--- src/rtl/pxs_sprite_motion_ctrl_if.sv ---
// Pixel-stream input, user controls and sprite-state outputs of the Pxs motion sequencer.
// The slave modport is the sequencer; the master modport is whoever drives the stream and reads the sprite state.
interface pxs_sprite_motion_ctrl_if;
  logic [25:0] RGBStr_i;
  logic        inc_vel;
  logic        dec_vel;
  logic        pause;
  logic [9:0]  x_sprite;
  logic [9:0]  y_sprite;
  logic [1:0]  index_img;
  logic [3:0]  speed;
  logic        bounce;
  logic        busy;

  modport master (
    output RGBStr_i, inc_vel, dec_vel, pause,
    input  x_sprite, y_sprite, index_img, speed, bounce, busy
  );

  modport slave (
    input  RGBStr_i, inc_vel, dec_vel, pause,
    output x_sprite, y_sprite, index_img, speed, bounce, busy
  );
endinterface

--- src/rtl/pxs_sprite_motion_ctrl.sv ---
// Per-frame bouncing-sprite sequencer: at end of visible frame it bounces, moves and animates the sprite.
// state  | meaning
// IDLE   | waiting for end of visible frame (pause sampled here)
// CHECK  | flip dx/dy at the borders, remember whether anything flipped
// MOVE   | step position by speed, bounce pulse if a flip was remembered
// ANIM   | apply speed change, advance frame counter / image index
module pxs_sprite_motion_ctrl #(
  parameter int VISIBLECOLS   = 640,
  parameter int VISIBLEROWS   = 480,
  parameter int WIDTH_SPRITE  = 16,
  parameter int HEIGHT_SPRITE = 16,
  parameter int BORDER        = 0,
  parameter int X_INIT        = (VISIBLECOLS - WIDTH_SPRITE) / 2,
  parameter int Y_INIT        = (VISIBLEROWS - HEIGHT_SPRITE) / 2,
  parameter int INIT_SPEED    = 1,
  parameter int MAX_SPEED     = 15,
  parameter int ANIM_PERIOD   = 11
) (
  input  logic                      px_clk,
  input  logic                      rst_n,
  pxs_sprite_motion_ctrl_if.slave   sif
);

  localparam int XMAX = VISIBLECOLS - WIDTH_SPRITE - BORDER;
  localparam int YMAX = VISIBLEROWS - HEIGHT_SPRITE - BORDER;
  localparam int FCW  = (ANIM_PERIOD > 1) ? $clog2(ANIM_PERIOD) : 1;

  typedef enum logic [1:0] {S_IDLE, S_CHECK, S_MOVE, S_ANIM} state_t;

  state_t         state_q, state_d;
  logic [9:0]     x_q, x_d, y_q, y_d;
  logic           dx_q, dx_d, dy_q, dy_d;
  logic           flip_q, flip_d;
  logic [3:0]     speed_q, speed_d;
  logic [1:0]     index_q, index_d;
  logic [FCW-1:0] frame_cnt_q, frame_cnt_d;

  // Pxs stream: XC in bits [19:10], YC in bits [9:0]
  logic [9:0]  xc, yc;
  logic        endframe;
  logic [10:0] x_ext, y_ext, spd_ext;

  assign xc       = sif.RGBStr_i[19:10];
  assign yc       = sif.RGBStr_i[9:0];
  assign endframe = (xc == 10'(VISIBLECOLS - 1)) && (yc == 10'(VISIBLEROWS - 1));
  assign x_ext    = {1'b0, x_q};
  assign y_ext    = {1'b0, y_q};
  assign spd_ext  = {7'd0, speed_q};

  always_ff @(posedge px_clk or negedge rst_n) begin
    if (!rst_n) begin
      state_q     <= S_IDLE;
      x_q         <= 10'(X_INIT);
      y_q         <= 10'(Y_INIT);
      dx_q        <= 1'b0;
      dy_q        <= 1'b0;
      flip_q      <= 1'b0;
      speed_q     <= 4'(INIT_SPEED);
      index_q     <= 2'd0;
      frame_cnt_q <= '0;
    end else begin
      state_q     <= state_d;
      x_q         <= x_d;
      y_q         <= y_d;
      dx_q        <= dx_d;
      dy_q        <= dy_d;
      flip_q      <= flip_d;
      speed_q     <= speed_d;
      index_q     <= index_d;
      frame_cnt_q <= frame_cnt_d;
    end
  end

  always_comb begin
    state_d     = state_q;
    x_d         = x_q;
    y_d         = y_q;
    dx_d        = dx_q;
    dy_d        = dy_q;
    flip_d      = flip_q;
    speed_d     = speed_q;
    index_d     = index_q;
    frame_cnt_d = frame_cnt_q;
    case (state_q)
      S_IDLE: begin
        if (endframe && !sif.pause) state_d = S_CHECK;
      end
      S_CHECK: begin
        // 11-bit compares so x+speed past 1023 cannot wrap into range
        if (!dx_q && (x_ext + spd_ext > 11'(XMAX)))        dx_d = 1'b1;
        else if (dx_q && (x_ext < 11'(BORDER) + spd_ext))  dx_d = 1'b0;
        if (!dy_q && (y_ext + spd_ext > 11'(YMAX)))        dy_d = 1'b1;
        else if (dy_q && (y_ext < 11'(BORDER) + spd_ext))  dy_d = 1'b0;
        flip_d  = (dx_d != dx_q) || (dy_d != dy_q);
        state_d = S_MOVE;
      end
      S_MOVE: begin
        x_d     = dx_q ? x_q - {6'd0, speed_q} : x_q + {6'd0, speed_q};
        y_d     = dy_q ? y_q - {6'd0, speed_q} : y_q + {6'd0, speed_q};
        state_d = S_ANIM;
      end
      S_ANIM: begin
        if (sif.inc_vel && !sif.dec_vel && (speed_q < 4'(MAX_SPEED)))
          speed_d = speed_q + 4'd1;
        else if (sif.dec_vel && !sif.inc_vel && (speed_q != 4'd0))
          speed_d = speed_q - 4'd1;
        if (frame_cnt_q == FCW'(ANIM_PERIOD - 1)) begin
          frame_cnt_d = '0;
          index_d     = dy_q ? index_q + 2'd1 : index_q - 2'd1;
        end else begin
          frame_cnt_d = frame_cnt_q + 1'b1;
        end
        state_d = S_IDLE;
      end
      default: state_d = S_IDLE;
    endcase
  end

  assign sif.x_sprite  = x_q;
  assign sif.y_sprite  = y_q;
  assign sif.index_img = index_q;
  assign sif.speed     = speed_q;
  assign sif.bounce    = (state_q == S_MOVE) && flip_q;
  assign sif.busy      = (state_q != S_IDLE);

endmodule
--- src/flat_wrapper.sv ---
// flat-port wrapper written by rule: the top's interface ports become plain ports
module pxs_sprite_motion_ctrl_flat 
#(
  parameter int VISIBLECOLS   = 640,
  parameter int VISIBLEROWS   = 480,
  parameter int WIDTH_SPRITE  = 16,
  parameter int HEIGHT_SPRITE = 16,
  parameter int BORDER        = 0,
  parameter int X_INIT        = (VISIBLECOLS - WIDTH_SPRITE) / 2,
  parameter int Y_INIT        = (VISIBLEROWS - HEIGHT_SPRITE) / 2,
  parameter int INIT_SPEED    = 1,
  parameter int MAX_SPEED     = 15,
  parameter int ANIM_PERIOD   = 11
)
  (px_clk, rst_n, sif_RGBStr_i, sif_inc_vel, sif_dec_vel, sif_pause, sif_x_sprite, sif_y_sprite, sif_index_img, sif_speed, sif_bounce, sif_busy);
  pxs_sprite_motion_ctrl_if sif_i ();
  input  logic px_clk;
  input  logic rst_n;
  input wire logic [$bits(sif_i.RGBStr_i)-1:0] sif_RGBStr_i;
  input wire logic [$bits(sif_i.inc_vel)-1:0] sif_inc_vel;
  input wire logic [$bits(sif_i.dec_vel)-1:0] sif_dec_vel;
  input wire logic [$bits(sif_i.pause)-1:0] sif_pause;
  output wire logic [$bits(sif_i.x_sprite)-1:0] sif_x_sprite;
  output wire logic [$bits(sif_i.y_sprite)-1:0] sif_y_sprite;
  output wire logic [$bits(sif_i.index_img)-1:0] sif_index_img;
  output wire logic [$bits(sif_i.speed)-1:0] sif_speed;
  output wire logic [$bits(sif_i.bounce)-1:0] sif_bounce;
  output wire logic [$bits(sif_i.busy)-1:0] sif_busy;
  assign sif_i.RGBStr_i = sif_RGBStr_i;
  assign sif_i.inc_vel = sif_inc_vel;
  assign sif_i.dec_vel = sif_dec_vel;
  assign sif_i.pause = sif_pause;
  assign sif_x_sprite = sif_i.x_sprite;
  assign sif_y_sprite = sif_i.y_sprite;
  assign sif_index_img = sif_i.index_img;
  assign sif_speed = sif_i.speed;
  assign sif_bounce = sif_i.bounce;
  assign sif_busy = sif_i.busy;
  pxs_sprite_motion_ctrl #(.VISIBLECOLS(VISIBLECOLS), .VISIBLEROWS(VISIBLEROWS), .WIDTH_SPRITE(WIDTH_SPRITE), .HEIGHT_SPRITE(HEIGHT_SPRITE), .BORDER(BORDER), .X_INIT(X_INIT), .Y_INIT(Y_INIT), .INIT_SPEED(INIT_SPEED), .MAX_SPEED(MAX_SPEED), .ANIM_PERIOD(ANIM_PERIOD)) u_core (.px_clk(px_clk), .rst_n(rst_n), .sif(sif_i));
endmodule
--- config.mk ---
export PLATFORM = sky130hd
export DESIGN_NAME = pxs_sprite_motion_ctrl_flat
export DESIGN_NICKNAME = d
export VERILOG_FILES = /design/src/rtl/pxs_sprite_motion_ctrl_if.sv /design/src/rtl/pxs_sprite_motion_ctrl.sv /design/src/flat_wrapper.sv
export SDC_FILE = /design/constraint.sdc
export NUM_CORES = 1
export LEC_CHECK = 0
export BUFFER_PORTS_ARGS = -buffer_cell sky130_fd_sc_hd__buf_2
export CAP_MARGIN = 5
export CORE_UTILIZATION = 56
export DETAILED_ROUTE_END_ITERATION = 8
export GPL_ROUTABILITY_DRIVEN = 0
export PLACE_DENSITY = 0.92
export SKIP_CTS_REPAIR_TIMING = 1
export SYNTH_ARGS = -nofsm -noshare
export SYNTH_HDL_FRONTEND = slang
export SYNTH_SLANG_ARGS = --single-unit
--- constraint.sdc ---
create_clock -name px_clk -period 3.15 [get_ports px_clk]
set_clock_uncertainty 0.1 [all_clocks]
set_input_delay 0.315 -clock px_clk [delete_from_list [all_inputs] [get_ports px_clk]]
set_output_delay 0.315 -clock px_clk [all_outputs]
set_load 0.05 [all_outputs]
==> results.py <==
metrics = {
    "timing": {
        "finalSetupTns_ps": 0,
        "drv_slew": 0,
        "post-route-period-util": 0.899,
        "hold_violations": 0,
        "maxSlewHeadroom": 0.459,
        "finalCriticalPeriod_ps": 2830,
        "worst_slew_pin_slew_ps": 812,
        "rsz0062_at_grt": "false",
        "fin_hold_ws_ps": 8.34,
        "setup_viol_count_final": 0,
        "max_freq_mhz": 353,
    },
    "grt": {
        "grt_pass1_vias": 2538,
        "grt_first_pass_wirelength_um": 11200,
        "grt_start_max_net_pins": 36,
        "overflow": 0,
        "antenna_found_initial": 0,
        "track_usage": 0.267,
    },
    "synthesis": {
        "synth_top_area_share": 0.226,
        "synth_edf_count": 0,
        "ys.flop_type": "dfrtp_1",
        "synth_top_family_by_area": "simple AND/OR/NAND/NOR gates",
        "synth_fa_ha_area_frac": 0.135,
        "synth_xor_area_frac": 0.0882,
        "synth_cell_types": 69,
        "synthArstFlopShare": 1.00,
        "synth_nets": 372,
        "ys_seq_area_frac": 0.308,
        "syn_inst": 313,
        "yosys-top-cells-count": "dfrtp_1 (26), ha_1 (23), xnor2_1 (20), inv_1 (19), nand2_1 (19)",
        "synth.area.mux_share": 0.0365,
        "synth_most_common_cell": "dfrtp_1",
        "synthSimpleGateAreaFrac": 0.194,
        "synth_compound_area_frac": 0.191,
        "syn_area_um2": 2880,
        "ys_top_cells_by_area": "dfrtp_1 (23%), ha_1 (10%), dfstp_2 (8.2%)",
        "synth-seq-cells": 35,
        "synth.largest_area_cell": "dfrtp_1",
        "avgSynthCellArea_um2": 9.20,
        "yosys_warnings": 0,
    },
    "floorplan": {
        "core_area_um2": 4850,
        "ioPinCount": 59,
        "die_h_um": 73.7,
        "rows": 25,
        "start_util": 0.594,
        "chipWidth_um": 73.7,
        "die_area_um2": 5430,
    },
    "clock_network": {
        "clkLatencyLatePin_ps": 290,
        "numCtsBuffers": 5,
        "cts_tree": "built",
        "path_clk_slew_ps": 80,
        "root_buffer": "clkbuf_8",
        "cts_sinks": 35,
        "htreeDepth": 2,
        "clockBufferDepth": 2,
    },
    "critical_path": {
        "critPathCaptureType": "register",
        "slowest_delay_ps": 650,
        "cp-start-kind": "register",
        "critPathKind": "register to register",
        "path_max_fanout": 10,
        "worstPathArrival_ps": 2950,
        "cp.required_ps": 3270,
        "cp_cell_sequence": "ha_1 -> inv_1 -> fa_1 -> o21bai_1 -> a21oi_2 -> xor2_1 -> o31ai_1 -> o22ai_1 -> a21oi_1",
        "slowest_stage": "dfstp_2",
    },
    "routing": {
        "ant_nets": 0,
        "viasPerCell": 6.16,
        "dr.pass1.iters": 5,
        "first_iter_violations": 200,
        "wl_um": 6690,
        "drc": 0,
        "vias": 2662,
        "wire_per_inst_um": 15.5,
    },
    "placed_design": {
        "portBuffers": 52,
        "placed_cell_area_um2": 3190,
        "hpwlAfterDp_um": 4800,
    },
    "run": {
        "max_cap_viol_count": 0,
    },
    "layout": {
        "stdcell_area_um2": 3290,
        "drive_above_1_share": 0.236,
        "fillers": 361,
        "antenna_cells": 0,
        "nets": 423,
        "syn_to_final_growth_pct": 14.2,
    },
    "outcome": {
        "outcome": "complete, no violations",
    },
    "hold_path": {
        "hold_class": "input port to asynchronous set/reset pin",
    },
}
[placed cells by master, fill, tap and decap left out, types with 9 or more instances in the layout]
master / instances
a21oi_1: 16
buf_2: 52
dfrtp_1: 26
dfstp_2: 9
ha_1: 23
inv_1: 19
nand2_1: 19
nor2_1: 16
nor2b_1: 9
o21ai_0: 17
xnor2_1: 20
xor2_1: 9
[registers in the layout, indices dropped and copies added (netlist names)]
name	count
u_core.sif.x_sprite	10
u_core.sif.y_sprite	10
u_core.frame_cnt_q	4
u_core.sif.speed	4
u_core.sif.index_img	2
u_core.state_q	2
u_core.dx_q	1
u_core.dy_q	1
u_core.flip_q	1
[metrics by stage]
| step | setup slack (ps) | instances | utilization |
|---|---|---|---|
| finish | 320 | 432 | 0.678 |
| floorplan | 315 | 313 | - |
| global route | 237 | 432 | 0.678 |
| global placement | 462 | 424 | 0.658 |
| detailed placement | 374 | 424 | 0.658 |
| CTS | 366 | 432 | 0.678 |
[per-layer routing]
layer	vias up	global-route usage	share of wire
li1	1233	-	-
met1	1272	0.311	0.41
met2	137	0.480	0.50
met3	20	0.0466	0.071
met4	0	0.113	0.023
met5	-	0	0
[worst max-delay path: cells and delay by family, from the launching register on]
kind	cells	cell delay, ps
buffers and inverters	1	60
XOR/XNOR	1	170
AO/OA/AOI/OAI	5	1160
adder cells (fa/ha/maj)	2	620
flip-flops	1	650
[worst paths after layout]
kind / from / endpoint / slack (ps) / cells past startpoint
min in group px_clk: sif_RGBStr_i[14] / u_core.state_q[0] / 330 / 3
hold reg to reg: u_core.sif.index_img[1] / u_core.sif.index_img[1] / 380 / 1
setup / recovery: u_core.sif.speed[0] / u_core.dy_q / 320 / 9
setup reg to reg: u_core.sif.speed[0] / u_core.dy_q / 320 / 9
max in group asynchronous: rst_n / u_core.frame_cnt_q[2] / 2420 / 1
hold / removal: rst_n / u_core.sif.x_sprite[7] / 8 / 1
[layout make-up]
cell class                 instances  area (um^2)  share of cell area
clock buffer                       8          100              0.0304
inverter                          21         80.1              0.0243
multi-input combinational        246         1860               0.564
sequential                        35          887               0.270
tap                               67         83.8              0.0255
timing repair buffer              55          283              0.0860
[logic make-up after synthesis]
kind of cell             Yosys count
flip-flops                        35
XOR/XNOR                          29
buffers and inverters             32
multiplexers                      10
AND/OR/NAND/NOR                   99
AO/OA/AOI/OAI                     80
adder cells (fa/ha/maj)           28
Power is not shown: default switching activity piles up to over one toggle a cycle in this logic, so the estimate is an artifact.
